File: config.mk
export PLATFORM = sky130hd
export DESIGN_NAME = mem_stage
export DESIGN_NICKNAME = d
export VERILOG_FILES = /design/src/rtl/mem_stage_pkg.sv /design/src/rtl/mem_stage_align.sv /design/src/rtl/mem_stage.sv
export SDC_FILE = /design/constraint.sdc
export NUM_CORES = 1
export LEC_CHECK = 0
export ABC_AREA = 0
export CORE_AREA = 2 2 234 236
export CTS_CLUSTER_DIAMETER = 50
export DETAILED_ROUTE_END_ITERATION = 10
export DIE_AREA = 0 0 236 238
export DONT_BUFFER_PORTS = 1
export PLACE_DENSITY = 0.38
export SETUP_SLACK_MARGIN = 0.3
export SYNTH_ARGS = -nofsm -noshare
export SYNTH_HDL_FRONTEND = slang
export SYNTH_SLANG_ARGS = --single-unit
File: constraint.sdc
create_clock -name clk -period 6.2 [get_ports clk]
set_clock_uncertainty 0.2 [all_clocks]
set_input_delay 0.31 -clock clk [delete_from_list [all_inputs] [get_ports clk]]
set_output_delay 0.31 -clock clk [all_outputs]
set_load 0.02 [all_outputs]
File: src/rtl/mem_stage_pkg.sv
// Shared types and constants for the MIPS memory-access stage: aluop codes,
// FSM encoding, exception bit positions, bus size codes and the MEM/WB record.
package mem_stage_pkg;

   localparam logic [7:0] ALUOP_ADDU = 8'b0010_0001;
   localparam logic [7:0] ALUOP_LB   = 8'b1110_0000;
   localparam logic [7:0] ALUOP_LBU  = 8'b1110_0100;
   localparam logic [7:0] ALUOP_LH   = 8'b1110_0001;
   localparam logic [7:0] ALUOP_LHU  = 8'b1110_0101;
   localparam logic [7:0] ALUOP_LW   = 8'b1110_0011;
   localparam logic [7:0] ALUOP_SB   = 8'b1110_1000;
   localparam logic [7:0] ALUOP_SH   = 8'b1110_1001;
   localparam logic [7:0] ALUOP_SW   = 8'b1110_1011;

   typedef enum logic [1:0] {
      MEM_IDLE  = 2'd0,
      MEM_ADDR  = 2'd1,
      MEM_DATA  = 2'd2,
      MEM_DRAIN = 2'd3
   } mem_state_e;

   localparam int EXC_ADEL = 28;
   localparam int EXC_ADES = 27;

   localparam logic [1:0] SIZE_BYTE = 2'd0;
   localparam logic [1:0] SIZE_HALF = 2'd1;
   localparam logic [1:0] SIZE_WORD = 2'd2;

   typedef struct packed {
      logic        valid;
      logic [31:0] pc;
      logic [7:0]  aluop;
      logic        in_dslot;
      logic [31:0] exc;
      logic        rf_we;
      logic [4:0]  rf_waddr;
      logic [31:0] rf_wdata;
      logic        hi_we;
      logic [31:0] hi_wdata;
      logic        lo_we;
      logic [31:0] lo_wdata;
      logic        cp0_we;
      logic [4:0]  cp0_waddr;
      logic [31:0] cp0_wdata;
      logic [31:0] bad_vaddr;
   } wb_t;

   function automatic logic is_load(input logic [7:0] op);
      return op inside {ALUOP_LB, ALUOP_LBU, ALUOP_LH, ALUOP_LHU, ALUOP_LW};
   endfunction

   function automatic logic is_store(input logic [7:0] op);
      return op inside {ALUOP_SB, ALUOP_SH, ALUOP_SW};
   endfunction

   function automatic logic misaligned(input logic [7:0] op, input logic [1:0] lo);
      logic bad;
      bad = 1'b0;
      if (op inside {ALUOP_LH, ALUOP_LHU, ALUOP_SH}) bad = lo[0];
      else if (op inside {ALUOP_LW, ALUOP_SW})     bad = (lo != 2'b00);
      return bad;
   endfunction

endpackage

File: src/rtl/mem_stage_align.sv
// Combinational data-path of the memory stage: extracts and extends load data,
// and builds byte strobes / replicated write data for stores.
module mem_align
   import mem_stage_pkg::*;
(
   input  logic [7:0]  aluop_i,
   input  logic [1:0]  addr_lo_i,
   input  logic [31:0] rdata_i,
   input  logic [31:0] store_data_i,
   output logic [31:0] load_data_o,
   output logic [31:0] wdata_o,
   output logic [3:0]  wstrb_o,
   output logic [1:0]  size_o
);

   logic [7:0]  byte_sel;
   logic [15:0] half_sel;

   always_comb begin
      byte_sel    = rdata_i[{addr_lo_i, 3'b000} +: 8];
      half_sel    = addr_lo_i[1] ? rdata_i[31:16] : rdata_i[15:0];
      load_data_o = rdata_i;
      wdata_o     = store_data_i;
      wstrb_o     = 4'b0000;
      size_o      = SIZE_WORD;
      case (aluop_i)
         ALUOP_LB: begin
            load_data_o = {{24{byte_sel[7]}}, byte_sel};
            size_o      = SIZE_BYTE;
         end
         ALUOP_LBU: begin
            load_data_o = {24'h000000, byte_sel};
            size_o      = SIZE_BYTE;
         end
         ALUOP_LH: begin
            load_data_o = {{16{half_sel[15]}}, half_sel};
            size_o      = SIZE_HALF;
         end
         ALUOP_LHU: begin
            load_data_o = {16'h0000, half_sel};
            size_o      = SIZE_HALF;
         end
         ALUOP_SB: begin
            wstrb_o = 4'b0001 << addr_lo_i;
            wdata_o = {4{store_data_i[7:0]}};
            size_o  = SIZE_BYTE;
         end
         ALUOP_SH: begin
            wstrb_o = addr_lo_i[1] ? 4'b1100 : 4'b0011;
            wdata_o = {2{store_data_i[15:0]}};
            size_o  = SIZE_HALF;
         end
         ALUOP_SW: wstrb_o = 4'b1111;
         default: ;
      endcase
   end

endmodule

File: src/rtl/mem_stage.sv
// MIPS memory-access stage: issues SRAM-like bus transactions for loads/stores,
// raises address errors, stalls while a transaction is outstanding, feeds MEM/WB.
//
//   state     | meaning
//   MEM_IDLE  | no transaction outstanding; memory op issues req this cycle
//   MEM_ADDR  | req held, waiting for addr_ok
//   MEM_DATA  | request accepted, waiting for data_ok
//   MEM_DRAIN | flushed while outstanding; data_ok is swallowed
module mem_stage
   import mem_stage_pkg::*;
(
   input  logic        clk,
   input  logic        rst,
   input  logic        valid_i,
   input  logic        flush_i,
   input  logic [31:0] pc_i,
   input  logic [7:0]  aluop_i,
   input  logic        now_in_delayslot_i,
   input  logic [31:0] exception_type_i,
   input  logic [31:0] alu_data_i,
   input  logic [31:0] ram_write_data_i,
   input  logic        mem_to_reg_i,
   input  logic        regfile_write_enable_i,
   input  logic [4:0]  regfile_write_addr_i,
   input  logic        hi_write_enable_i,
   input  logic [31:0] hi_write_data_i,
   input  logic        lo_write_enable_i,
   input  logic [31:0] lo_write_data_i,
   input  logic        cp0_write_enable_i,
   input  logic [4:0]  cp0_write_addr_i,
   input  logic [31:0] cp0_write_data_i,
   output logic        data_req_o,
   output logic        data_wr_o,
   output logic [1:0]  data_size_o,
   output logic [31:0] data_addr_o,
   output logic [31:0] data_wdata_o,
   output logic [3:0]  data_wstrb_o,
   input  logic        data_addr_ok_i,
   input  logic        data_data_ok_i,
   input  logic [31:0] data_rdata_i,
   output logic        mem_stall_request_o,
   output logic [31:0] bad_vaddr_o,
   output logic        wb_valid_o,
   output logic [31:0] wb_pc_o,
   output logic [7:0]  wb_aluop_o,
   output logic        wb_now_in_delayslot_o,
   output logic [31:0] wb_exception_type_o,
   output logic        wb_regfile_write_enable_o,
   output logic [4:0]  wb_regfile_write_addr_o,
   output logic [31:0] wb_regfile_write_data_o,
   output logic        wb_hi_write_enable_o,
   output logic [31:0] wb_hi_write_data_o,
   output logic        wb_lo_write_enable_o,
   output logic [31:0] wb_lo_write_data_o,
   output logic        wb_cp0_write_enable_o,
   output logic [4:0]  wb_cp0_write_addr_o,
   output logic [31:0] wb_cp0_write_data_o
);

   mem_state_e  state_q, state_d;
   wb_t         wb_q, wb_d;
   logic        is_ld, is_st, addr_err, mem_op, commit_ok;
   logic        req, stall, load_done;
   logic [31:0] exc_out, load_data, st_wdata;
   logic [3:0]  st_wstrb;
   logic [1:0]  st_size;

   mem_align u_align (
      .aluop_i      (aluop_i),
      .addr_lo_i    (alu_data_i[1:0]),
      .rdata_i      (data_rdata_i),
      .store_data_i (ram_write_data_i),
      .load_data_o  (load_data),
      .wdata_o      (st_wdata),
      .wstrb_o      (st_wstrb),
      .size_o       (st_size)
   );

   assign is_ld    = is_load(aluop_i);
   assign is_st    = is_store(aluop_i);
   assign addr_err = valid_i & (is_ld | is_st) & misaligned(aluop_i, alu_data_i[1:0]);

   always_comb begin
      exc_out = exception_type_i;
      if (addr_err) begin
         if (is_ld) exc_out[EXC_ADEL] = 1'b1;
         else       exc_out[EXC_ADES] = 1'b1;
      end
   end

   assign mem_op    = valid_i & (is_ld | is_st) & ~|exc_out;
   assign commit_ok = valid_i & ~|exc_out;
   assign load_done = (state_q == MEM_DATA) & data_data_ok_i;

   always_comb begin
      state_d = state_q;
      req     = 1'b0;
      stall   = 1'b0;
      case (state_q)
         MEM_IDLE: begin
            if (mem_op && !flush_i) begin
               req     = 1'b1;
               stall   = 1'b1;
               state_d = data_addr_ok_i ? MEM_DATA : MEM_ADDR;
            end
         end
         MEM_ADDR: begin
            stall = 1'b1;
            if (flush_i) begin
               state_d = MEM_IDLE;
            end else begin
               req = 1'b1;
               if (data_addr_ok_i) state_d = MEM_DATA;
            end
         end
         MEM_DATA: begin
            stall = ~data_data_ok_i;
            if (data_data_ok_i) state_d = MEM_IDLE;
            else if (flush_i)   state_d = MEM_DRAIN;
         end
         MEM_DRAIN: begin
            stall = 1'b1;
            if (data_data_ok_i) state_d = MEM_IDLE;
         end
         default: state_d = MEM_IDLE;
      endcase
      // Reset is synchronous, so keep the combinational outputs quiet during it too.
      if (rst) begin
         req   = 1'b0;
         stall = 1'b0;
      end
   end

   always_comb begin
      wb_d = '0;
      if (!stall && !flush_i) begin
         wb_d.valid     = valid_i;
         wb_d.pc        = pc_i;
         wb_d.aluop     = aluop_i;
         wb_d.in_dslot  = now_in_delayslot_i;
         wb_d.exc       = exc_out;
         wb_d.rf_we     = commit_ok & regfile_write_enable_i;
         wb_d.rf_waddr  = regfile_write_addr_i;
         wb_d.rf_wdata  = (load_done && mem_to_reg_i) ? load_data : alu_data_i;
         wb_d.hi_we     = commit_ok & hi_write_enable_i;
         wb_d.hi_wdata  = hi_write_data_i;
         wb_d.lo_we     = commit_ok & lo_write_enable_i;
         wb_d.lo_wdata  = lo_write_data_i;
         wb_d.cp0_we    = commit_ok & cp0_write_enable_i;
         wb_d.cp0_waddr = cp0_write_addr_i;
         wb_d.cp0_wdata = cp0_write_data_i;
         wb_d.bad_vaddr = addr_err ? alu_data_i : 32'h0;
      end
   end

   always_ff @(posedge clk) begin
      if (rst) begin
         state_q <= MEM_IDLE;
         wb_q    <= '0;
      end else begin
         state_q <= state_d;
         wb_q    <= wb_d;
      end
   end

   assign data_req_o          = req;
   assign data_wr_o           = req & is_st;
   assign data_size_o         = req ? st_size : 2'd0;
   assign data_addr_o         = req ? alu_data_i : 32'h0;
   assign data_wdata_o        = (req && is_st) ? st_wdata : 32'h0;
   assign data_wstrb_o        = req ? st_wstrb : 4'b0000;
   assign mem_stall_request_o = stall;

   assign bad_vaddr_o               = wb_q.bad_vaddr;
   assign wb_valid_o                = wb_q.valid;
   assign wb_pc_o                   = wb_q.pc;
   assign wb_aluop_o                = wb_q.aluop;
   assign wb_now_in_delayslot_o     = wb_q.in_dslot;
   assign wb_exception_type_o       = wb_q.exc;
   assign wb_regfile_write_enable_o = wb_q.rf_we;
   assign wb_regfile_write_addr_o   = wb_q.rf_waddr;
   assign wb_regfile_write_data_o   = wb_q.rf_wdata;
   assign wb_hi_write_enable_o      = wb_q.hi_we;
   assign wb_hi_write_data_o        = wb_q.hi_wdata;
   assign wb_lo_write_enable_o      = wb_q.lo_we;
   assign wb_lo_write_data_o        = wb_q.lo_wdata;
   assign wb_cp0_write_enable_o     = wb_q.cp0_we;
   assign wb_cp0_write_addr_o       = wb_q.cp0_waddr;
   assign wb_cp0_write_data_o       = wb_q.cp0_wdata;

endmodule

# Word-level counts from Yosys, hierarchy flattened
# Index checks and enable logic that the tools add are counted.
# classes
add_sub_neg	0
reduce_logical	20
shift	2
muxes	30
n_div	0
n_eq_ne	15
bitwise_logic	14
magnitude_cmp	0
mul	0
# op_table
op	count
32-bit one-hot mux with 4 select lines	1
32-bit two-way mux	3
8-bit == test, second input constant	8
32-bit one-hot mux with 2 select lines	1
32-bit OR reduction	1
32-bit by 6-bit variable part select with 8-bit output	1
2-bit two-way mux	9
16-bit two-way mux	1
4-bit one-hot mux with 3 select lines	1
1-bit AND	10
3-bit OR reduction	3
1-bit two-way mux	8
4-bit two-way mux	2
2-bit one-hot mux with 4 select lines	1
3-bit inequality test, second input constant	2
3-bit nonzero test	2
5-bit nonzero test	1
2-bit == test, second input constant	2
1-bit logical AND	4
2-bit inequality test, second input constant	2
2-bit one-hot mux with 2 select lines	1
4-bit AND reduction	1
2-bit nonzero test	2
2-bit OR reduction	2
8 further kinds	12
# totals
latch_bits	0
rom_bits	0
n_memories	0
ram_bits	0
inputBits	286
out_inout_bits	321
register_bits	250

# Logic depth before layout (Yosys ltp)
# logic_depth
ltp_word	17
depth_mapped	8
depth_no_buf	6

# Hierarchy
# A second synthesis with hierarchy kept.
# hier_totals
hier_cells	907
area_unflattened_um2	9191.3
# modules_own_cells
module	seq_area_each_um2	cells_each	area_each_um2	instances
mem_stage	5004.8	726	7853.8	1
mem_align	0.0	181	1337.5	1

# Worst setup path after synthesis
# No wires, ideal clock.
# synth_timing
kind	input -> output
startpoint	input aluop_i[4]
endpoint	output data_wdata_o[24]
setup_slack_ps	3328
required_time_ps	5690
cell_stages	5
arrival_ps	2362
cell_sequence	and4b_1 -> o2111ai_1 -> nor4_4 -> o21ai_2 -> a2111oi_0
# synth_via
elab_chain_len	15
elab_cells_between_ends	30
cone_classes	eq/ne (8); mux (10); bitwise (4); reduce/logical (8)
# synth_lines
element	line_no	source
start, declared	mem_stage.sv:17	input logic [7:0] aluop_i,
8-bit == test (tied with other cells)	mem_stage_pkg.sv:49	return op inside {ALUOP_LB, ALUOP_LBU, ALUOP_LH, ALUOP_LHU, ALUOP_LW};
5-bit nonzero test (tied with other cells)	mem_stage_pkg.sv:49	
1-bit bitwise OR / 1-bit two-way mux (equally long branches)	mem_stage.sv:81, mem_stage.sv:91, mem_stage_pkg.sv:60	
1-bit AND / 1-bit two-way mux (equally long branches)	mem_stage.sv:81, mem_stage.sv:91, mem_stage_pkg.sv:59	
1-bit AND	mem_stage.sv:81	assign addr_err = valid_i & (is_ld | is_st) & misaligned(aluop_i, alu_data_i[1:0]);
2-bit two-way mux	mem_stage.sv:85	if (addr_err) begin
32-bit OR reduction	mem_stage.sv:91	assign mem_op = valid_i & (is_ld | is_st) & ~|exc_out;
1-bit zero test	mem_stage.sv:91	
1-bit AND	mem_stage.sv:91	
1-bit logical AND	mem_stage.sv:101	if (mem_op && !flush_i) begin
1-bit two-way mux	mem_stage.sv:101	
1-bit one-hot mux with 2 select lines	mem_stage.sv:99	case (state_q)
1-bit two-way mux	mem_stage.sv:128	if (rst) begin
1-bit logical AND	mem_stage.sv:170	assign data_wdata_o = (req && is_st) ? st_wdata : 32'h0;
32-bit two-way mux (*)	mem_stage.sv:170	
end, declared	mem_stage.sv:36	output logic [31:0] data_wdata_o,
# Mark *: on every way between the ends. The rest lies on a longest branch, timed or not.

# Worst setup path after layout
# layout_timing
startpoint	input aluop_i[1]
endpoint	output data_wdata_o[3]
# layout_via
elab_chain_len	15
elab_cells_between_ends	29
cone_classes	eq/ne (8); mux (9); bitwise (4); reduce/logical (8)
# layout_lines
element	line_no	source
8-bit == test (tied with other cells)	mem_stage_pkg.sv:49	
5-bit nonzero test (tied with other cells)	mem_stage_pkg.sv:49	
1-bit bitwise OR / 1-bit two-way mux (equally long branches)	mem_stage.sv:81, mem_stage.sv:91, mem_stage_pkg.sv:60	
1-bit AND / 1-bit two-way mux (equally long branches)	mem_stage.sv:81, mem_stage.sv:91, mem_stage_pkg.sv:59	
1-bit AND	mem_stage.sv:81	
2-bit two-way mux	mem_stage.sv:85	
32-bit OR reduction	mem_stage.sv:91	
1-bit zero test	mem_stage.sv:91	
1-bit AND (*)	mem_stage.sv:91	
1-bit logical AND (*)	mem_stage.sv:101	
1-bit two-way mux (*)	mem_stage.sv:101	
1-bit one-hot mux with 2 select lines (*)	mem_stage.sv:99	
1-bit two-way mux (*)	mem_stage.sv:128	
named net data_req_o	mem_stage.sv:32	output logic data_req_o,
1-bit logical AND (*)	mem_stage.sv:170	
32-bit two-way mux (*)	mem_stage.sv:170	
# The timed path passes the listed nets; every way through them passes the cells marked *.

==> impl_results.md <==
- Status: finished, violations left
- Failing checks: negative hold slack
- Ports: 607
- Die Span Y: 238 um
- Avg WL per Cell: 21.2 um
- CP Launch Type: input pin
- Global placement routability congestion: 0.787
- Max Clk Rate: 0.265 GHz
- Final min period: 3770 ps
- Core area: 53500 um^2
- Reg2reg path depth: 5
- Critical path required time: 5690 ps
- Post-synth EDFFs: 0
- Worst-path maximum fanout: 41
- Placed cell areas: 9360 um^2
- Most common cell after layout, fill and taps aside: dlygate4sd3_1
- Top-area cell type share of the netlist area: 0.578
- Final instance area: 13200 um^2
- GR Overflow Total: 0
- Avg Inst Size Synth: 10.2 um^2
- Worst-Skew Late Latency: 520 ps
- Period utilization: 0.608
- Syn Nets: 1137
- Arr. time, crit path: 3260 ps
- Slew @ Worst Pin: 1200 ps
- Min-Delay Path Class: in -> reg
- WHS: -10.4 ps
- Most frequent cells in the layout: dlygate4sd3_1 (258), dfxtp_1 (250), and2_1 (207)
- Worst R2R End: wb_regfile_write_data_o[8]
- CTS tree: built
- Die W: 236 um
- Synth Warn #: 0
- Critical setup path kind: in -> out
- Min-Delay Path Depth: 3
- CP Capture Type: output pin
- Rows: 85
- Clk root buf: clkbuf_16
- Port bufs: 0
- Cells after Synth: 851
- Setup violations, final: 0
- RSZ-0062 raised after global routing: false
- Sequential-to-total area share from yosys stat: 0.578
- Routed WL: 38.5 mm
- Layout cells sized above 1: 0.0856
- Synth unique cells: 51
- Final Max Slew Viols: 0
- DRC: 0
- Setup TNS: 0 ps
- Yosys reg bits: 250
- Main flop type after synthesis: dfxtp_1
- Final Hold Fails: 1
- Setup ws final: 2430 ps
- Clock transition at path regs: 60 ps
- Worst r2r src: state_q[0]
- Synth area leader: dfxtp_1
- Die area: 56200 um^2
- Clock tree buffer depth: 3
- Post-place setup slack: 2640 ps
- ANT nets after route: 0
- Vias per inst: 4.04
- DRT Pass-1 Iters: 4
- H-Tree Level Count: 2
- Dpl hpwl: 27.5 mm
- Clock net sink count: 250
- Vias: 7347
- Iter 0 DRT Violations: 349
- Initial antenna violation count: 3
- Fillers: 5637
- Mapped cell area: 8650 um^2
- Async SR Flop Fraction: 0
- Largest net degree at the start of global routing: 155
- PD cells: 314 nW/um^2
- CTS Buf Count: 36
- HP Start: aluop_i[3]
- Initial Utilization: 0.162
- Top post-synthesis cells by area: dfxtp_1 (58%), and2_1 (15%), mux2i_1 (3.5%)
- Leak: 5.22 nW
- Max VDD drop: 0.159 mV
- Number of max-cap violations: 0
- Global-route wire length before repair: 54.2 mm
- Area Overhead vs Synth: 52.5%
- Reg2Reg Setup Slack: 3270 ps
- Number of global-route vias before repair: 7598
- Hold EP: wb_exception_type_o[28]
- Post-cts resize count: 0
- Worst slew margin: 0.202
- Post-CTS setup buffers: 0
- Total Routing Usage GR: 0.130
- Nets: 1382
- CTS hold repair buffers: 258
Yosys cell counts (all sizes together) (5+ instances only):
cell and n:
o21ai 9, a21oi 21, mux2i 30, a32oi 6
nor2 53, nor4 15, a211oi 18, and3 41
nand3 8, buf 32, inv 5, nand2b 6
and2 207, dfxtp 250, nor3 25, nor2b 5
a2111oi 8, a311oi 7, o221a 5, nand2 40
clkbuf 31
sequential cells by signal (all words and copies together), names as in the netlist, 2 cells and up:
register and flops:
wb_regfile_write_addr_o 5, wb_aluop_o 8, bad_vaddr_o 32, state_q 2
wb_pc_o 32, wb_exception_type_o 32, wb_hi_write_data_o 32, wb_lo_write_data_o 32
wb_regfile_write_data_o 32, wb_cp0_write_addr_o 5, wb_cp0_write_data_o 32
power breakdown:
group | internal, W | switching, W
clock | 0.00130 | 0.000812
sequential | 0.00166 | 0.0000999
combinational | 0.000155 | 0.000108
total | 0.00312 | 0.00102
final cells by class:
class                           instances  area, um^2  area share
Sequential cell                       250        5000       0.379
Multi-Input combinational cell        533        3380       0.256
Timing Repair Buffer                  270        2670       0.203
Clock buffer                           42         953      0.0723
Tap cell                              696         871      0.0660
Clock inverter                         22         287      0.0217
Inverter                                5        18.8     0.00142
Antenna cell                            2        5.00    0.000379
layer usage:
| metal | wire, um | track usage | part of all wire | vias to the layer above |
|---|---|---|---|---|
| li1 | - | - | - | 3357 |
| met1 | 14500 | 0.143 | 0.38 | 3507 |
| met2 | 19400 | 0.230 | 0.50 | 421 |
| met3 | 3460 | 0.0465 | 0.090 | 62 |
| met4 | 1090 | 0.0477 | 0.028 | 0 |
| met5 | 0 | 0 | 0 | - |
logic make-up after synthesis:
logic type,share of synthesized area
DFF,0.578
AOI/OAI and AO/OA,0.0804
muxes,0.0386
buffers and inverters,0.0343
and+or+nand+nor,0.268
worst max-delay path by stage:
stage	startpoint	endpoint	slack, ps	cells past startpoint
after floorplan	aluop_i[4]	data_wdata_o[24]	3330	5
after global routing	aluop_i[0]	data_wdata_o[3]	2220	8
after CTS	aluop_i[0]	data_wdata_o[3]	2330	8
after global placement	exception_type_i[3]	data_wdata_o[0]	2630	7
final	aluop_i[1]	data_wdata_o[3]	2430	8
after detailed placement	exception_type_i[3]	data_wdata_o[3]	2640	7
critical path: stages:
cell and delay, ps:
dlygate4sd3_1 570, inv_1 150, o2111ai_1 290, nor4_4 590, o21ai_2 80, buf_4 250
inv_2 580, and3_1 400
metrics by stage:
stage | power, W | util | hold slack [ps] | cells
3_5_place_dp | 0.00192 | 0.175 | 230 | 1496
4_1_cts | 0.00421 | 0.246 | 0.116 | 1818
2_1_floorplan | 0.00188 | - | 220 | 851
3_3_place_gp | 0.00192 | 0.175 | 224 | 1496
5_1_grt | 0.00429 | 0.247 | 23.3 | 1819
6_report | 0.00414 | 0.247 | -10.4 | 1820
Note: power is estimated with default switching activity, not from simulation.
